==> config.mk <==
export PLATFORM = sky130hd
export DESIGN_NAME = lstm_y_out_buffer_flat
export DESIGN_NICKNAME = d
export VERILOG_FILES = /design/src/rtl/lstm_y_out_buffer_if.sv /design/src/rtl/lstm_y_out_buffer.sv /design/src/flat_wrapper.sv
export SDC_FILE = /design/constraint.sdc
export NUM_CORES = 1
export LEC_CHECK = 0
export BUFFER_PORTS_ARGS = -buffer_cell sky130_fd_sc_hd__clkbuf_2
export CAP_MARGIN = 20
export CORE_MARGIN = 3
export CORE_UTILIZATION = 35
export CTS_BUF_LIST = sky130_fd_sc_hd__clkbuf_16
export DETAILED_ROUTE_END_ITERATION = 10
export GPL_TIMING_DRIVEN = 0
export HOLD_SLACK_MARGIN = 0.05
export PLACE_DENSITY = 0.53
export SETUP_SLACK_MARGIN = 0.2
export SLEW_MARGIN = 5
export SYNTH_ARGS = -nofsm -noshare
export SYNTH_HDL_FRONTEND = slang
export SYNTH_SLANG_ARGS = --single-unit
export TNS_END_PERCENT = 1
==> constraint.sdc <==
create_clock -name clk -period 5.3 [get_ports clk]
set_input_delay 1.06 -clock clk [delete_from_list [all_inputs] [get_ports clk]]
set_output_delay 1.06 -clock clk [all_outputs]
set_load 0.02 [all_outputs]
==> src/rtl/lstm_y_out_buffer_if.sv <==
// Purpose: y_out sample strobe in, valid/ready 32-bit word stream out, for lstm_y_out_buffer.
// Latency: n/a (signal bundle only).
// Backpressure: m_ready throttles the word stream; the y_out side has no backpressure.
// Ports: y_out/y_out_valid (producer -> buffer), m_data/m_valid (buffer -> consumer),
//        m_ready (consumer -> buffer). slave = buffer view, master = producer/consumer view.
interface lstm_y_out_buffer_if;
    logic [15:0] y_out;
    logic        y_out_valid;
    logic [31:0] m_data;
    logic        m_valid;
    logic        m_ready;

    modport slave (
        input  y_out,
        input  y_out_valid,
        input  m_ready,
        output m_data,
        output m_valid
    );

    modport master (
        output y_out,
        output y_out_valid,
        output m_ready,
        input  m_data,
        input  m_valid
    );
endinterface

==> src/rtl/lstm_y_out_buffer.sv <==
// Purpose: FWFT FIFO capturing LSTM y_out samples and presenting them as 32-bit words.
// Latency: a sample pushed at edge N is on m_data with m_valid high right after edge N.
// Backpressure: m_ready stalls the head word; samples arriving while full (and not popping) are dropped and flag overflow.
// Ports: clk, rst (sync, active-high), bus (lstm_y_out_buffer_if.slave: y_out/y_out_valid in,
//        m_data/m_valid/m_ready out-stream), clear (sync flush), count, overflow (sticky), irq (count >= THRESHOLD).
// Optional build macro LSTM_YOUT_TIMESTAMP_EN: m_data[31:16] carries the 16-bit sample index captured
// with each sample instead of the sign extension of y_out.
module lstm_y_out_buffer #(
    parameter int DEPTH     = 64,
    parameter int THRESHOLD = 32
) (
    input  logic                     clk,
    input  logic                     rst,
    lstm_y_out_buffer_if.slave       bus,
    input  logic                     clear,
    output logic [$clog2(DEPTH):0]   count,
    output logic                     overflow,
    output logic                     irq
);
    localparam int AW        = $clog2(DEPTH);
    localparam int CNT_WIDTH = AW + 1;
`ifdef LSTM_YOUT_TIMESTAMP_EN
    localparam int MW = 32;
`else
    localparam int MW = 16;
`endif

    logic [MW-1:0]        mem [DEPTH];
    logic [AW-1:0]        rd_ptr;
    logic [AW-1:0]        wr_ptr;
    logic [CNT_WIDTH-1:0] count_nxt;
    logic                 full;
    logic                 pop;
    logic                 push;
    logic                 drop;
    logic [MW-1:0]        wr_word;
    logic [MW-1:0]        head;

`ifdef LSTM_YOUT_TIMESTAMP_EN
    logic [15:0] sample_idx;
    assign wr_word = {sample_idx, bus.y_out};
`else
    assign wr_word = bus.y_out;
`endif

    always_comb begin
        full = (count == CNT_WIDTH'(DEPTH));
        pop  = bus.m_valid && bus.m_ready && !clear;
        // A full FIFO still accepts a sample when the head leaves in the same cycle.
        push = bus.y_out_valid && !clear && (!full || pop);
        drop = bus.y_out_valid && !clear && full && !pop;

        count_nxt = count;
        if (clear) begin
            count_nxt = '0;
        end else if (push && !pop) begin
            count_nxt = count + 1'b1;
        end else if (pop && !push) begin
            count_nxt = count - 1'b1;
        end
    end

    always_ff @(posedge clk) begin
        if (rst) begin
            rd_ptr   <= '0;
            wr_ptr   <= '0;
            count    <= '0;
            overflow <= 1'b0;
            irq      <= 1'b0;
`ifdef LSTM_YOUT_TIMESTAMP_EN
            sample_idx <= '0;
`endif
        end else begin
            count <= count_nxt;
            // Registered from next-state count so irq rises together with count.
            irq   <= (count_nxt >= CNT_WIDTH'(THRESHOLD));
            if (clear) begin
                rd_ptr   <= '0;
                wr_ptr   <= '0;
                overflow <= 1'b0;
`ifdef LSTM_YOUT_TIMESTAMP_EN
                sample_idx <= '0;
`endif
            end else begin
                if (push) wr_ptr <= wr_ptr + 1'b1;
                if (pop)  rd_ptr <= rd_ptr + 1'b1;
                if (drop) overflow <= 1'b1;
`ifdef LSTM_YOUT_TIMESTAMP_EN
                // Counts dropped samples too, so gaps in the index expose losses.
                if (bus.y_out_valid) sample_idx <= sample_idx + 1'b1;
`endif
            end
        end
    end

    // Storage needs no reset: pointers and count decide what is visible.
    always_ff @(posedge clk) begin
        if (push && !rst) begin
            mem[wr_ptr] <= wr_word;
        end
    end

    // Head is read straight from storage (FWFT); gated to 0 while empty so reset shows m_data = 0.
    assign head        = mem[rd_ptr];
    assign bus.m_valid = (count != '0);
`ifdef LSTM_YOUT_TIMESTAMP_EN
    assign bus.m_data  = bus.m_valid ? head : 32'h0;
`else
    assign bus.m_data  = bus.m_valid ? {{16{head[15]}}, head} : 32'h0;
`endif
endmodule

==> src/flat_wrapper.sv <==
// flat-port wrapper written by rule: the top's interface ports become plain ports
module lstm_y_out_buffer_flat 
#(
    parameter int DEPTH     = 64,
    parameter int THRESHOLD = 32
)
  (clk, rst, clear, count, overflow, irq, bus_y_out, bus_y_out_valid, bus_m_ready, bus_m_data, bus_m_valid);
  lstm_y_out_buffer_if bus_i ();
  input  logic clk;
  input  logic rst;
  input  logic clear;
  output logic [$clog2(DEPTH):0] count;
  output logic overflow;
  output logic irq;
  input wire logic [$bits(bus_i.y_out)-1:0] bus_y_out;
  input wire logic [$bits(bus_i.y_out_valid)-1:0] bus_y_out_valid;
  input wire logic [$bits(bus_i.m_ready)-1:0] bus_m_ready;
  output wire logic [$bits(bus_i.m_data)-1:0] bus_m_data;
  output wire logic [$bits(bus_i.m_valid)-1:0] bus_m_valid;
  assign bus_i.y_out = bus_y_out;
  assign bus_i.y_out_valid = bus_y_out_valid;
  assign bus_i.m_ready = bus_m_ready;
  assign bus_m_data = bus_i.m_data;
  assign bus_m_valid = bus_i.m_valid;
  lstm_y_out_buffer #(.DEPTH(DEPTH), .THRESHOLD(THRESHOLD)) u_core (.clk(clk), .rst(rst), .bus(bus_i), .clear(clear), .count(count), .overflow(overflow), .irq(irq));
endmodule
* Word level (Yosys, flattened, before mapping)
Memories as Yosys holds them, arrays and structs flattened. A register that Yosys moved wholly into a read port is not among the register bits. Cells that the tools add are included.
Cells by class: mux-type cells 8, reduce and logical (&&, ||, !) cells 17, equality and inequality tests 1, add/sub/neg operators 4, $lt $le $gt $ge 1
Operators with widths (count):
- $mux 32 | 1
- $mux 7 | 3
- $add 6x1->6 const B | 2
- $mux 6 | 2
- $logic_and 1x1->1 | 9
- $add 7x1->7 const B | 1
- $eq 7x7->1 const B | 1
- $ge 7x6->1 const B | 1
- $reduce_bool 7->1 | 1
- $sub 7x1->7 const B | 1
- $logic_not 1->1 | 5
- $mux 1 | 2
- $reduce_or 2->1 | 1
- $logic_or 1x1->1 | 1
Word-level totals: register bits 21, memories 1, logic and storage cells 37, output and inout port bits 42, RAM bits 1024
Memory list:
- u_core.mem | depth 64, width 16, rd ports 1, clocked after memory_dff 1, wr ports 1, RTL line lstm_y_out_buffer.sv:28 | logic [MW-1:0] mem [DEPTH];

* Logic depth before layout (Yosys ltp)
word-level depth 11, mapped depth 9, gate-level depth less buffers 7

* Least setup slack after synthesis
OpenSTA, ideal clock, no wires.
kind input-to-reg, start point in bus_y_out_valid, end point mem u_core.mem[40][0] (enable), stages on the path 6, arrival 3645 ps, path buffers 1, slack 1225 ps, path through nor2b_1 -> clkbuf_1 -> o41ai_4 -> nor2_2 -> nand3_2 -> nor4_1
On the way: longest elaborated chain between the ends 5
Ends and longest elaborated chain:
- start, declared | RTL line flat_wrapper.sv:16 | input wire logic [$bits(bus_i.y_out_valid)-1:0] bus_y_out_valid;
- $logic_and 1x1->1 (2 in series) | RTL line lstm_y_out_buffer.sv:50 | push = bus.y_out_valid && !clear && (!full || pop);
- $logic_and 1x1->1 | RTL line lstm_y_out_buffer.sv:98 | if (push && !rst) begin
- $mux 1 | RTL line lstm_y_out_buffer.sv:98
- $mux 1 (not written as such) | RTL line lstm_y_out_buffer.sv:99 | mem[wr_ptr] <= wr_word;
- end, declared | RTL line lstm_y_out_buffer.sv:28
Every way passes these cells.

==> metrics.yaml <==
detailedPlace.worstSlack_ps: -319.9
power_per_cell_area_nw_per_um2: 346.1
synth_ff_type: "sky130_fd_sc_hd__edfxtp_1"
fmax_mhz: 186.7
globalplace.congestion: 0.9318
die_y_um: 348.2
setup.worst_path.start_class: "flip-flop"
ys_top_cells_by_count: "1024 x sky130_fd_sc_hd__edfxtp_1, 222 x sky130_fd_sc_hd__mux4_2, 92 x sky130_fd_sc_hd__nor2_1"
path_class: "flip-flop to primary output"
synthesis.nets: 2013
global_route_total_overflow: 0
worst_pin_slew_ps: 1261
worst_setup_path_end_kind: "primary output"
dr.max_layer_used: "met5"
violations: "setup timing"
detailedRoute.firstPassIterationCount: 5
synth_edf_count: 1024
port-buffer-count: 62
placedCellCount: 3633
final_worst_slack_ps: -56.93
avgSynthCellArea_sq_um: 20.62
grt_antenna_before_repair: 6
dr_wl_met3_um: 13200
setup_total_negative_slack_ps: -56.93
combinationalPowerShare: 0.022
grt_max_degree: 65
critical_path.reg2reg.startpoint: "u_core.count[1]"
floorplan.die_area_sq_um: 121200
synth_area_sq_um: 40980
post_route_cells_drive_above_1_share: 0.3124
power.ir.vdd_worst_mv: 0.2277
place_hpwl_um: 95320
skew_ps: 21.12
worst_r2r_path_depth: 9
leading_cell_type_by_number_of_instances_after_synthesis: "sky130_fd_sc_hd__edfxtp_1"
power.leakage_nw: 14.67
worst_hold_slack_ps: 496.9
power.share.sequential: 0.548
run_status: "complete, but fails checks"
detailroute.wirelength.met2_um: 65680
synth.yosys.seq_area_share: 0.7636
antenna_violating_nets_post_route: 0
synth_area_leader_cell: "sky130_fd_sc_hd__edfxtp_1"
cts_root_buffer: "sky130_fd_sc_hd__clkbuf_16"
synth-async-reset-ratio: 0
die_x_um: 348.2
crit_required_ps: 4240
placement_rows: 124
final_hold_viol_count: 0
finalCriticalPeriod_ps: 5357
final_instance_count_excl_fillers: 3824
synthTopCellsByArea: "sky130_fd_sc_hd__edfxtp_1 75%, sky130_fd_sc_hd__mux4_2 12%, sky130_fd_sc_hd__mux2i_1 1.7%, sky130_fd_sc_hd__dfxtp_1 1.3%, sky130_fd_sc_hd__nor2_1 0.84%"
finalSetupViolCount: 1
whs_endpoint: "u_core.overflow"
synth.yosys.warnings: 0
critical_path_peak_fanout: 10
grt_pass1_wl_um: 190300
routed_wl_um: 142000
fraction_of_power_spent_switching_nets: 0.2049
post_detailed_route_drc_marker_count: 0
layout.core_utilization: 0.4169
dr_total_vias: 22270
timing.max_cap.violations: 0
tritoncts: "yes"
net-switching-power_mw: 3.409
finalNetCount: 2256
cts_max_path_buffers: 3
timing.max_slew.rel_slack: 0.1594
postSynthCellCount: 1987
layout_overhead_on_the_synthesized_area_pct: 17.28
cts_made_buffers: 106
detailedRoute.firstIterationViolations: 2948
ios: 63
internal_power_mw: 13.23
yosysUniqueCellTypes: 62
cts.htree.levels: 3
clkTransAtPathRegs_ps: 60
pwr-share-clk: 0.430
hold_path.startpoint: "u_core.overflow"
total_clock_sinks: 1051
vias_per_cell: 5.823
min_path_cells: 2
clock_latency_on_the_worst_skew_pair_ps: 680
slew_violations: 0
critPathArrivalTime_ps: 4300
floorplan.core_area_sq_um: 115300
wl_per_cell_um: 37.13
globalRouteTotalUtil: 0.2332
grt_pass1_vias: 21970
unrepaired_setup_endpoints_after_global_routing: "yes"
postSynthRegisterBits: 1051
rrSetupSlack_ps: 1980
wl_met1_um: 56980
floorplan.initialDensity: 0.3555
finalCritPeriodShare: 1.011
yosys.area.top_type_share: 0.7504
worst_r2r_endpoint: "u_core.mem[16][14]"
worstHoldPathType: "flip-flop to flip-flop"
cell usage in the layout, fill, tap and decap left out, types with 16 or more instances in the layout:
master / instances
sky130_fd_sc_hd__buf_4: 56
sky130_fd_sc_hd__a211oi_1: 21
sky130_fd_sc_hd__buf_6: 17
sky130_fd_sc_hd__buf_2: 30
sky130_fd_sc_hd__clkbuf_2: 59
sky130_fd_sc_hd__a21oi_1: 24
sky130_fd_sc_hd__mux4_2: 222
sky130_fd_sc_hd__mux2i_1: 64
sky130_fd_sc_hd__clkbuf_16: 107
sky130_fd_sc_hd__edfxtp_1: 1024
sky130_fd_sc_hd__o221ai_1: 22
sky130_fd_sc_hd__buf_8: 50
sky130_fd_sc_hd__nor2_2: 61
sky130_fd_sc_hd__a22oi_1: 26
sky130_fd_sc_hd__o22ai_1: 19
sky130_fd_sc_hd__dfxtp_1: 27
sky130_fd_sc_hd__clkbuf_4: 16
sky130_fd_sc_hd__nor2_1: 29
sky130_fd_sc_hd__clkinv_1: 26
sky130_fd_sc_hd__clkbuf_1: 22
sky130_fd_sc_hd__nand3_1: 23
sky130_fd_sc_hd__o21ai_0: 17
sky130_fd_sc_hd__nand2_1: 43
sky130_fd_sc_hd__inv_1: 35
sky130_fd_sc_hd__nor2b_1: 24
routing by layer:
metal	vias to the layer above	GRT usage
li1	8767	-
met1	12080	0.3111
met2	1170	0.3658
met3	245	0.06386
met4	2	0.08938
met5	-	0
stage by stage:
step | cell area (sq um) | total power [mW]
floorplan | 40980 | 9.406
global placement | 43180 | 9.635
detailed placement | 44580 | 9.657
CTS | 48020 | 16.73
global route | 48050 | 17.08
finish | 48060 | 16.63
how the worst max path moves through the flow:
stage,startpoint,endpoint,slack [ps],depth (start not counted)
final,flip-flop,bus_m_data[5],-60,6
after CTS,flip-flop,bus_m_data[25],100,9
after global placement,bus_y_out_valid,u_core.mem[48][10],-1010,7
after floorplan,bus_y_out_valid,u_core.mem[40][0],1230,6
after detailed placement,flip-flop,bus_m_data[25],-320,9
after global routing,flip-flop,bus_m_data[0],50,10
state kept, by name (all words and copies together) (netlist names), named ones only:
| signal | flops |
|---|---|
| u_core.overflow | 1 |
| u_core.count | 7 |
| u_core.rd_ptr | 6 |
| u_core.wr_ptr | 6 |
| u_core.mem | 1024 |
| u_core.irq | 1 |
kinds of logic after synthesis:
kind of cell	share of synthesized area
compound gates	0.03728
buf+inv	0.01991
flops	0.7636
xor+xnor	0.002993
simple gates	0.03252
mux	0.1421
fa+ha+maj	0.001527
cell type report:
type                            count  area (sq um)
Antenna cell                        1         2.502
Buffer                            133         859.6
Clock buffer                      107          2678
Clock inverter                     82         581.8
Fill cell                       10050         67220
Inverter                           11         41.29
Multi-Input combinational cell    791          9188
Sequential cell                  1051         31290
Tap cell                         1512          1892
Timing Repair Buffer              136          1525
worst max-delay path, cell delays in order (launching register included):
cell and delay, ps:
sky130_fd_sc_hd__dfxtp_1 430, sky130_fd_sc_hd__clkbuf_1 590, sky130_fd_sc_hd__nor2b_1 510, sky130_fd_sc_hd__clkbuf_1 790
sky130_fd_sc_hd__a32oi_1 600, sky130_fd_sc_hd__a22o_1 500, sky130_fd_sc_hd__clkbuf_2 200
power groups by stage:
stage                     Combinational, mW  Sequential (mW)  Clock (mW)
after floorplan                       0.109             9.30           0
after global placement                0.330             9.31           0
after detailed placement              0.359             9.30           0
after CTS                             0.362             9.12        7.24
after global routing                  0.380             9.12        7.58
final                                 0.364             9.12        7.15
what timing repair did:
action | in CTS | in global routing
pin swaps | 1 | 1
gates resized for setup | 50 | 12
hold buffers | 0 | 0
setup buffers | 2 | 0
setup endpoints to repair | 32 | 31
Note: power is estimated with default switching activity, not from simulation.
